<file path="config.mk">
export PLATFORM = sky130hd
export DESIGN_NAME = instruction_fetch
export DESIGN_NICKNAME = d
export VERILOG_FILES = /design/src/rtl/instruction_fetch.sv
export SDC_FILE = /design/constraint.sdc
export NUM_CORES = 1
export LEC_CHECK = 0
export ABC_AREA = 1
export ABC_CLOCK_PERIOD_IN_PS = 1200
export CORE_ASPECT_RATIO = 0.9
export CORE_MARGIN = 4
export CORE_UTILIZATION = 38
export CTS_CLUSTER_SIZE = 20
export DETAILED_ROUTE_END_ITERATION = 8
export SETUP_SLACK_MARGIN = 0.02
export SLEW_MARGIN = 20
export SYNTH_ARGS = -nofsm -noshare
export SYNTH_HDL_FRONTEND = slang
export SYNTH_SLANG_ARGS = --single-unit
</file>
<file path="constraint.sdc">
create_clock -name clk -period 1.2 [get_ports clk]
set_input_delay 0.24 -clock clk [delete_from_list [all_inputs] [get_ports clk]]
set_output_delay 0.24 -clock clk [all_outputs]
set_load 0.005 [all_outputs]
</file>
<file path="src/rtl/instruction_fetch.sv">
// instruction_fetch: fetch stage in front of a combinational-read instruction
// memory. Holds the PC, captures {PC, word} into a small fetch queue, presents
// the queue head to decode, and restarts fetch on a redirect.
//
// Optional build macro IF_MISALIGN_TRAP_EN: adds the misaligned output and a
// halted flag that blocks fetch after a misaligned redirect target until the
// next aligned redirect.
//
// Handshake: out_valid/out_ready follow strict valid/ready semantics. A
// transfer happens on a rising edge where both are high. While out_valid is
// high and out_ready is low, out_instruction and out_pc do not change.
// A redirect at an edge flushes the queue, so any transfer offered in that
// cycle is discarded rather than delivered.
module instruction_fetch #(
  parameter logic [31:0] RESET_PC = 32'h0000_0000,
  parameter int          DEPTH    = 2
) (
  input  logic        clk,
  input  logic        rst_n,
  output logic [31:0] addr,
  input  logic [31:0] instruction,
  input  logic        redirect,
  input  logic [31:0] redirect_pc,
  output logic        out_valid,
  input  logic        out_ready,
  output logic [31:0] out_instruction,
`ifdef IF_MISALIGN_TRAP_EN
  output logic        misaligned,
`endif
  output logic [31:0] out_pc
);

  localparam int PTR_W = (DEPTH > 1) ? $clog2(DEPTH) : 1;
  localparam int CNT_W = $clog2(DEPTH + 1);
  localparam logic [CNT_W-1:0] DEPTH_C = CNT_W'(DEPTH);

  logic [31:0]      pc;
  logic [PTR_W-1:0] rd_ptr;
  logic [PTR_W-1:0] wr_ptr;
  logic [CNT_W-1:0] count;
  logic [31:0]      instr_q [DEPTH];
  logic [31:0]      pc_q    [DEPTH];

  logic push;
  logic pop;
  logic fetch_en;

`ifdef IF_MISALIGN_TRAP_EN
  logic halted;
  assign fetch_en = ~halted;
`else
  assign fetch_en = 1'b1;
`endif

  // Memory address and head outputs come straight from registers.
  assign addr            = pc;
  assign out_valid       = (count != '0);
  assign out_instruction = instr_q[rd_ptr];
  assign out_pc          = pc_q[rd_ptr];

  // Push and pop qualifiers; a full queue can still accept when head leaves.
  always_comb begin
    pop  = out_valid & out_ready;
    push = ~redirect & fetch_en & ((count < DEPTH_C) | pop);
  end

  // PC register: redirect target (word aligned) wins over sequential advance.
  always_ff @(posedge clk or negedge rst_n) begin
    if (!rst_n) begin
      pc <= RESET_PC;
    end else if (redirect) begin
      pc <= {redirect_pc[31:2], 2'b00};
    end else if (push) begin
      pc <= pc + 32'd4;
    end
  end

  // Queue pointers and occupancy; redirect flushes everything.
  always_ff @(posedge clk or negedge rst_n) begin
    if (!rst_n) begin
      rd_ptr <= '0;
      wr_ptr <= '0;
      count  <= '0;
    end else if (redirect) begin
      rd_ptr <= '0;
      wr_ptr <= '0;
      count  <= '0;
    end else begin
      if (push) wr_ptr <= wr_ptr + PTR_W'(1);
      if (pop)  rd_ptr <= rd_ptr + PTR_W'(1);
      case ({push, pop})
        2'b10:   count <= count + CNT_W'(1);
        2'b01:   count <= count - CNT_W'(1);
        default: count <= count;
      endcase
    end
  end

  // Queue storage: captures the current PC with the word memory returns for it.
  always_ff @(posedge clk or negedge rst_n) begin
    if (!rst_n) begin
      for (int i = 0; i < DEPTH; i++) begin
        instr_q[i] <= '0;
        pc_q[i]    <= '0;
      end
    end else if (push) begin
      instr_q[wr_ptr] <= instruction;
      pc_q[wr_ptr]    <= pc;
    end
  end

`ifdef IF_MISALIGN_TRAP_EN
  // Misaligned redirect: one-cycle pulse, and fetch stays halted until an
  // aligned redirect arrives.
  always_ff @(posedge clk or negedge rst_n) begin
    if (!rst_n) begin
      halted     <= 1'b0;
      misaligned <= 1'b0;
    end else begin
      misaligned <= redirect & (redirect_pc[1:0] != 2'b00);
      if (redirect) halted <= (redirect_pc[1:0] != 2'b00);
    end
  end
`endif

endmodule

</file>
After elaboration in Yosys (flattened, before gate mapping)
Cells that the tools add are included.
{"block": "op_classes", "n_addsub": 5, "n_lt_le_gt_ge": 4, "n_eq_ne": 2, "n_mux": 18, "bitwise": 6, "n_reduce_logical": 5}
{"operator": "32-bit 2-to-1 mux", "count": 9}
{"operator": "64-bit bitwise mux", "count": 2}
{"operator": "32-bit by 3-bit adder with 32-bit output, second input constant", "count": 1}
{"operator": "32-bit demux with 1-bit select", "count": 1}
{"operator": "2-bit nonzero test", "count": 3}
{"operator": "2-bit greater-or-equal comparator, second input constant", "count": 2}
{"operator": "1-bit 2-to-1 mux", "count": 4}
{"operator": "1-bit NOT with 2-bit output", "count": 2}
{"operator": "2-bit case mux with 2 select lines", "count": 1}
{"operator": "3-bit nonzero test", "count": 1}
{"operator": "1-bit adder, second input constant", "count": 2}
{"operator": "2-bit by 1-bit adder with 2-bit output, second input constant", "count": 1}
{"operator": "1-bit AND", "count": 2}
{"operator": "2-bit by 1-bit == test with 1-bit output, second input constant", "count": 1}
{"operator": "2-bit == test, second input constant", "count": 1}
{"operator": "2-bit by 1-bit < comparator with 1-bit output, second input constant", "count": 1}
{"operator": "2-bit < comparator, second input constant", "count": 1}
{"operator": "2-bit 2-to-1 mux", "count": 1}
{"operator": "2-bit by 1-bit subtractor with 2-bit output, second input constant", "count": 1}
{"operator": "1-bit logical AND", "count": 1}
{"operator": "1-bit NOT", "count": 1}
{"operator": "1-bit bitwise OR", "count": 1}
{"block": "word_totals", "register_bits": 164, "inputBits": 68, "output_inout_bits": 97, "elab_cells": 48}

Logic depth before layout (Yosys ltp)
{"block": "depth", "depth_word": 7, "mapped_depth": 10}

Worst setup path after synthesis
Ideal clock, no wire load.
{"block": "synth_timing", "path_type": "reg-to-reg", "start": "register pc[3] (netlist: addr[3])", "end": "register pc[18] (netlist: addr[18])", "setup_time_ns": 0.124, "arrival_time_ns": 1.296, "required_time_ns": 1.076, "setup_slack_ns": -0.221, "stages_incl_launch_ff": 10, "path_buffers": 1, "period_less_slack_ns": 1.421, "path_cell_list": "dfrtp_1 -> ha_1 -> nand2_1 -> nor2_1 -> nand2_2 -> nor2_4 -> buf_6 -> nand3_1 -> nand3_1 -> nand3_1"}
{"block": "synth_between", "elab_chain_len": 3}
{"element": "start, declared", "line": "37", "source": "logic [31:0] pc;"}
{"element": "start signal, assigned", "line": "72", "source": "pc <= {redirect_pc[31:2], 2'b00};"}
{"element": "start signal, assigned", "line": "74", "source": "pc <= pc + 32'd4;"}
{"element": "32-bit by 3-bit adder with 32-bit output", "line": "74"}
{"element": "32-bit 2-to-1 mux", "line": "73", "source": "end else if (push) begin"}
{"element": "32-bit 2-to-1 mux", "line": "71", "source": "end else if (redirect) begin"}
No other way between the ends. The select of a mux whose other input is x is not followed.
A chain may end at the register's enable or synchronous reset.

Worst setup path in the final report
{"block": "layout_timing", "start": "register rd_ptr", "end": "output out_pc[23]"}
{"block": "layout_between", "elab_chain_len": 4}
{"element": "start, declared", "line": "38", "source": "logic [PTR_W-1:0] rd_ptr;"}
{"element": "start signal, assigned", "line": "90", "source": "if (pop) rd_ptr <= rd_ptr + PTR_W'(1);"}
{"element": "1-bit NOT with 2-bit output (implied by the code)", "line": "59", "source": "assign out_pc = pc_q[rd_ptr];"}
{"element": "32-bit 2-to-1 mux (implied by the code) (3 in series)", "line": "59"}
{"element": "end, declared", "line": "30", "source": "output logic [31:0] out_pc"}
No other way between the ends. The select of a mux whose other input is x is not followed.

==> impl_metrics.py <==
metrics = {
    "run_status": {
        "status": "finished, violations left",
        "violations": "negative setup slack",
    },
    "sta": {
        "tns_ns": -89.75,
        "setup_slack_ns": -0.665,
        "setup_viol": 247,
        "period_needed_ns": 1.87,
        "hold_viol": 0,
        "slew_violations": 0,
        "min_period_over_period_pct": 155,
        "fin_skew_ns": 0.0104,
        "rsz0062_at_grt": "true",
        "fmax_mhz": 536,
    },
    "floorplan": {
        "core_area_um2": 20000,
        "rows": 49,
        "dieArea_um2": 22700,
        "die_h_um": 143,
        "chipWidth_um": 158,
        "io_pins": 165,
        "initial_utilization_pct": 38.6,
    },
    "grt": {
        "grt_pass1_wl_um": 43500,
        "grt_usage_pct": 24.5,
        "gr-total-overflow": 0,
        "antenna_found_initial": 0,
        "grt_pass1_vias": 8223,
        "grt_max_degree": 39,
    },
    "logic_synthesis": {
        "synthMuxAreaShare_pct": 0,
        "synthAdderAreaFrac_pct": 0.162,
        "syn_avg_cell_area_um2": 7.74,
        "ys_ff_latch": 158,
        "synth_edf_count": 0,
        "synth_cell_type_count": 30,
        "synth_top_family_by_area": "simple AND/OR/NAND/NOR gates",
        "synthFlopType": "dfrtp_1",
        "yosys_warnings": 0,
        "async_flop_share_pct": 100,
        "syn_inst": 998,
        "synth-seq-area-share_pct": 51.2,
        "yosys.area_share.simple_pct": 28.2,
        "syn-cell-area_um2": 7720,
        "synthXorXnorAreaFrac_pct": 0.567,
        "synth_compound_area_share_pct": 11.3,
    },
    "setup_path": {
        "cp.required_ns": 0.96,
        "arrival_ns": 1.63,
        "crit_path_end_kind": "primary output",
        "slowest_stage": "dfrtp_2",
        "r2r_slack_ns": -0.43,
        "cp_max_fo": 5,
        "start_kind": "flip-flop",
        "critPathKind": "flip-flop to primary output",
        "crit_top_cell": "buf_6",
        "cp_cell_sequence": "inv_6 > buf_6 > buf_8 > buf_6 > buf_6 > nand2_2 > nand2_1 > buf_2",
        "cpPeakStageDelay_ns": 0.46,
    },
    "pwr": {
        "p_sw_share_pct": 33.0,
        "ir_drop_mv": 1.04,
        "p_comb_share_pct": 34.3,
        "leakage_nw": 7.17,
        "p_switching_mw": 6.66,
        "p_clk_share_pct": 29.2,
        "internal_power_mw": 13.5,
        "powerDensity_nw_per_um2": 1390,
        "pwr-share-seq_pct": 36.5,
        "p_total_mw": 20.2,
    },
    "placement": {
        "gp_congestion": 0.931,
        "hpwl_um": 15500,
        "dp_slack_ns": -0.458,
        "io_buffer_count": 158,
    },
    "drt": {
        "vias": 8568,
        "wire_per_inst_um": 19.4,
        "drt_wl_total_um": 31600,
        "ant_nets": 0,
        "drt_first_pass_iters": 5,
        "drt_iter0_markers": 556,
        "post-route-drc-count": 0,
        "via_per_inst": 5.25,
    },
    "layout": {
        "n_antenna_cell": 0,
        "finalNetCount": 1434,
        "finish.utilization_pct": 72.6,
        "syn2layout_area_growth_pct": 87.9,
        "drive_above_1_share_pct": 54.1,
    },
    "worst_hold_path": {
        "hp-class": "input port to asynchronous set/reset pin",
    },
    "cts": {
        "insertion_delay_ns": 0.43,
        "clk_path_buf_depth": 2,
        "clk_transition_reported_paths_ns": 0.07,
        "cts_sinks": 158,
        "cts_buffers": 17,
        "cts_root_buffer": "clkbuf_16",
        "h-tree-depth": 4,
        "cts_tree": "built",
    },
    "job": {
        "cap_violations": 0,
    },
}
## kinds of logic (layout without fill, tap and decap cells)
kind of cell,count (synthesis),count (layout)
buf+inv,139,510
fa+ha+maj,1,1
compound gates,168,168
xor+xnor,5,5
flops,158,158
simple gates,526,532
other cells,1,4
## flip-flops by register name, summed over array words and instances, names as in the netlist
register,cells
instr_q,64
pc_q,60
addr,30
count,2
rd_ptr,1
wr_ptr,1
## routing by layer
metal	up-vias	wire length, um	global-route usage [%]
met4	0	794	7.94
met2	372	15300	39.1
met1	4181	13400	33.4
met3	72	2130	5.36
li1	3943	-	-
met5	-	0	0
## Yosys cell counts (2+ instances only)
| master | n | area share, % |
|---|---|---|
| xor2_1 | 5 | 0.57 |
| nand2_1 | 416 | 20 |
| buf_4 | 5 | 0.49 |
| inv_2 | 4 | 0.19 |
| o21ai_1 | 25 | 1.6 |
| dfrtp_1 | 158 | 51 |
| nor3_1 | 3 | 0.19 |
| nand3_1 | 42 | 2.7 |
| and2_1 | 2 | 0.16 |
| nand2_4 | 2 | 0.29 |
| nand2_2 | 2 | 0.16 |
| or2_2 | 5 | 0.41 |
| nor2_1 | 35 | 1.7 |
| nor2_2 | 2 | 0.16 |
| inv_1 | 83 | 4.0 |
| buf_2 | 8 | 0.52 |
| a21oi_1 | 11 | 0.71 |
| buf_6 | 14 | 2.0 |
| nor2_4 | 7 | 1.0 |
| o21ai_0 | 118 | 7.6 |
| nand4_1 | 8 | 0.65 |
| a22oi_1 | 12 | 1.2 |
| clkbuf_1 | 24 | 1.2 |
## cell type report
| class | count | area, um2 |
|---|---|---|
| Clock inverter | 12 | 183 |
| Clock buffer | 20 | 447 |
| Inverter | 87 | 352 |
| Sequential cell | 158 | 3960 |
| Multi-Input combinational cell | 710 | 4840 |
| Fill cell | 1347 | 5480 |
| Timing Repair Buffer | 391 | 4410 |
| Tap cell | 255 | 319 |
## worst paths after layout
check | from | to | cells after the start
worst max-delay path | rd_ptr | out_pc[23] | 8
worst min-delay path | rst_n | instr_q[25] | 2
worst max register to register | count[1] | pc_q[28] | 10
worst min register to register | pc_q[27] | pc_q[27] | 2
max in group asynchronous | rst_n | addr[9] | 3
min in group clk | instruction[4] | instr_q[4] | 3
## cell usage in the layout, fill, tap and decap left out, types with 5 or more instances in the layout
cell	n
a21oi_1	6
a21oi_2	5
a22oi_1	7
a22oi_2	5
buf_12	26
buf_16	21
buf_2	62
buf_4	90
buf_6	102
buf_8	10
clkbuf_16	32
clkdlybuf4s50_1	64
dfrtp_1	153
dfrtp_2	5
inv_1	76
inv_2	5
inv_6	5
nand2_1	203
nand2_2	125
nand2_4	89
nand2_8	8
nand3_1	20
nand3_2	22
nand4_1	8
nor2_1	17
nor2_2	9
nor2_4	19
o21ai_0	6
o21ai_1	56
o21ai_2	79
## critical path, delay by kind of cell (launching register included)
family        cells  cell delay (ns)
buf+inv           6             0.66
flops             1             0.46
simple gates      2             0.08
## what timing repair did
action                                  4_1_cts  5_1_grt
endpoints found under the hold margin        24        0
pin swaps                                    70       46
gates cloned                                 26       20
endpoints found under the setup margin      248      250
hold buffers                                  1        0
buffers inserted                             87       28
gates resized for setup                     698      353
## power by group through the flow
stage                     clock network, mW  logic (mW)  registers (mW)
after detailed placement                  0        4.45            6.98
after global placement                    0        4.40            6.96
after CTS                              5.89        5.61            6.98
final                                  5.89        6.91            7.36
after global routing                   6.19        7.42            7.45
after floorplan                           0        1.96            6.89
## per-stage QoR
step                      hold WS, ns  instance area [um2]  cells
after CTS                       0.261                12900   1610
after global routing            0.268                14500   1633
after floorplan               -0.0556                 7760   1001
after global placement          0.142                10300   1469
after detailed placement        0.141                10300   1469
final                           0.251                14500   1633
Note: power is estimated with default switching activity, not from simulation.
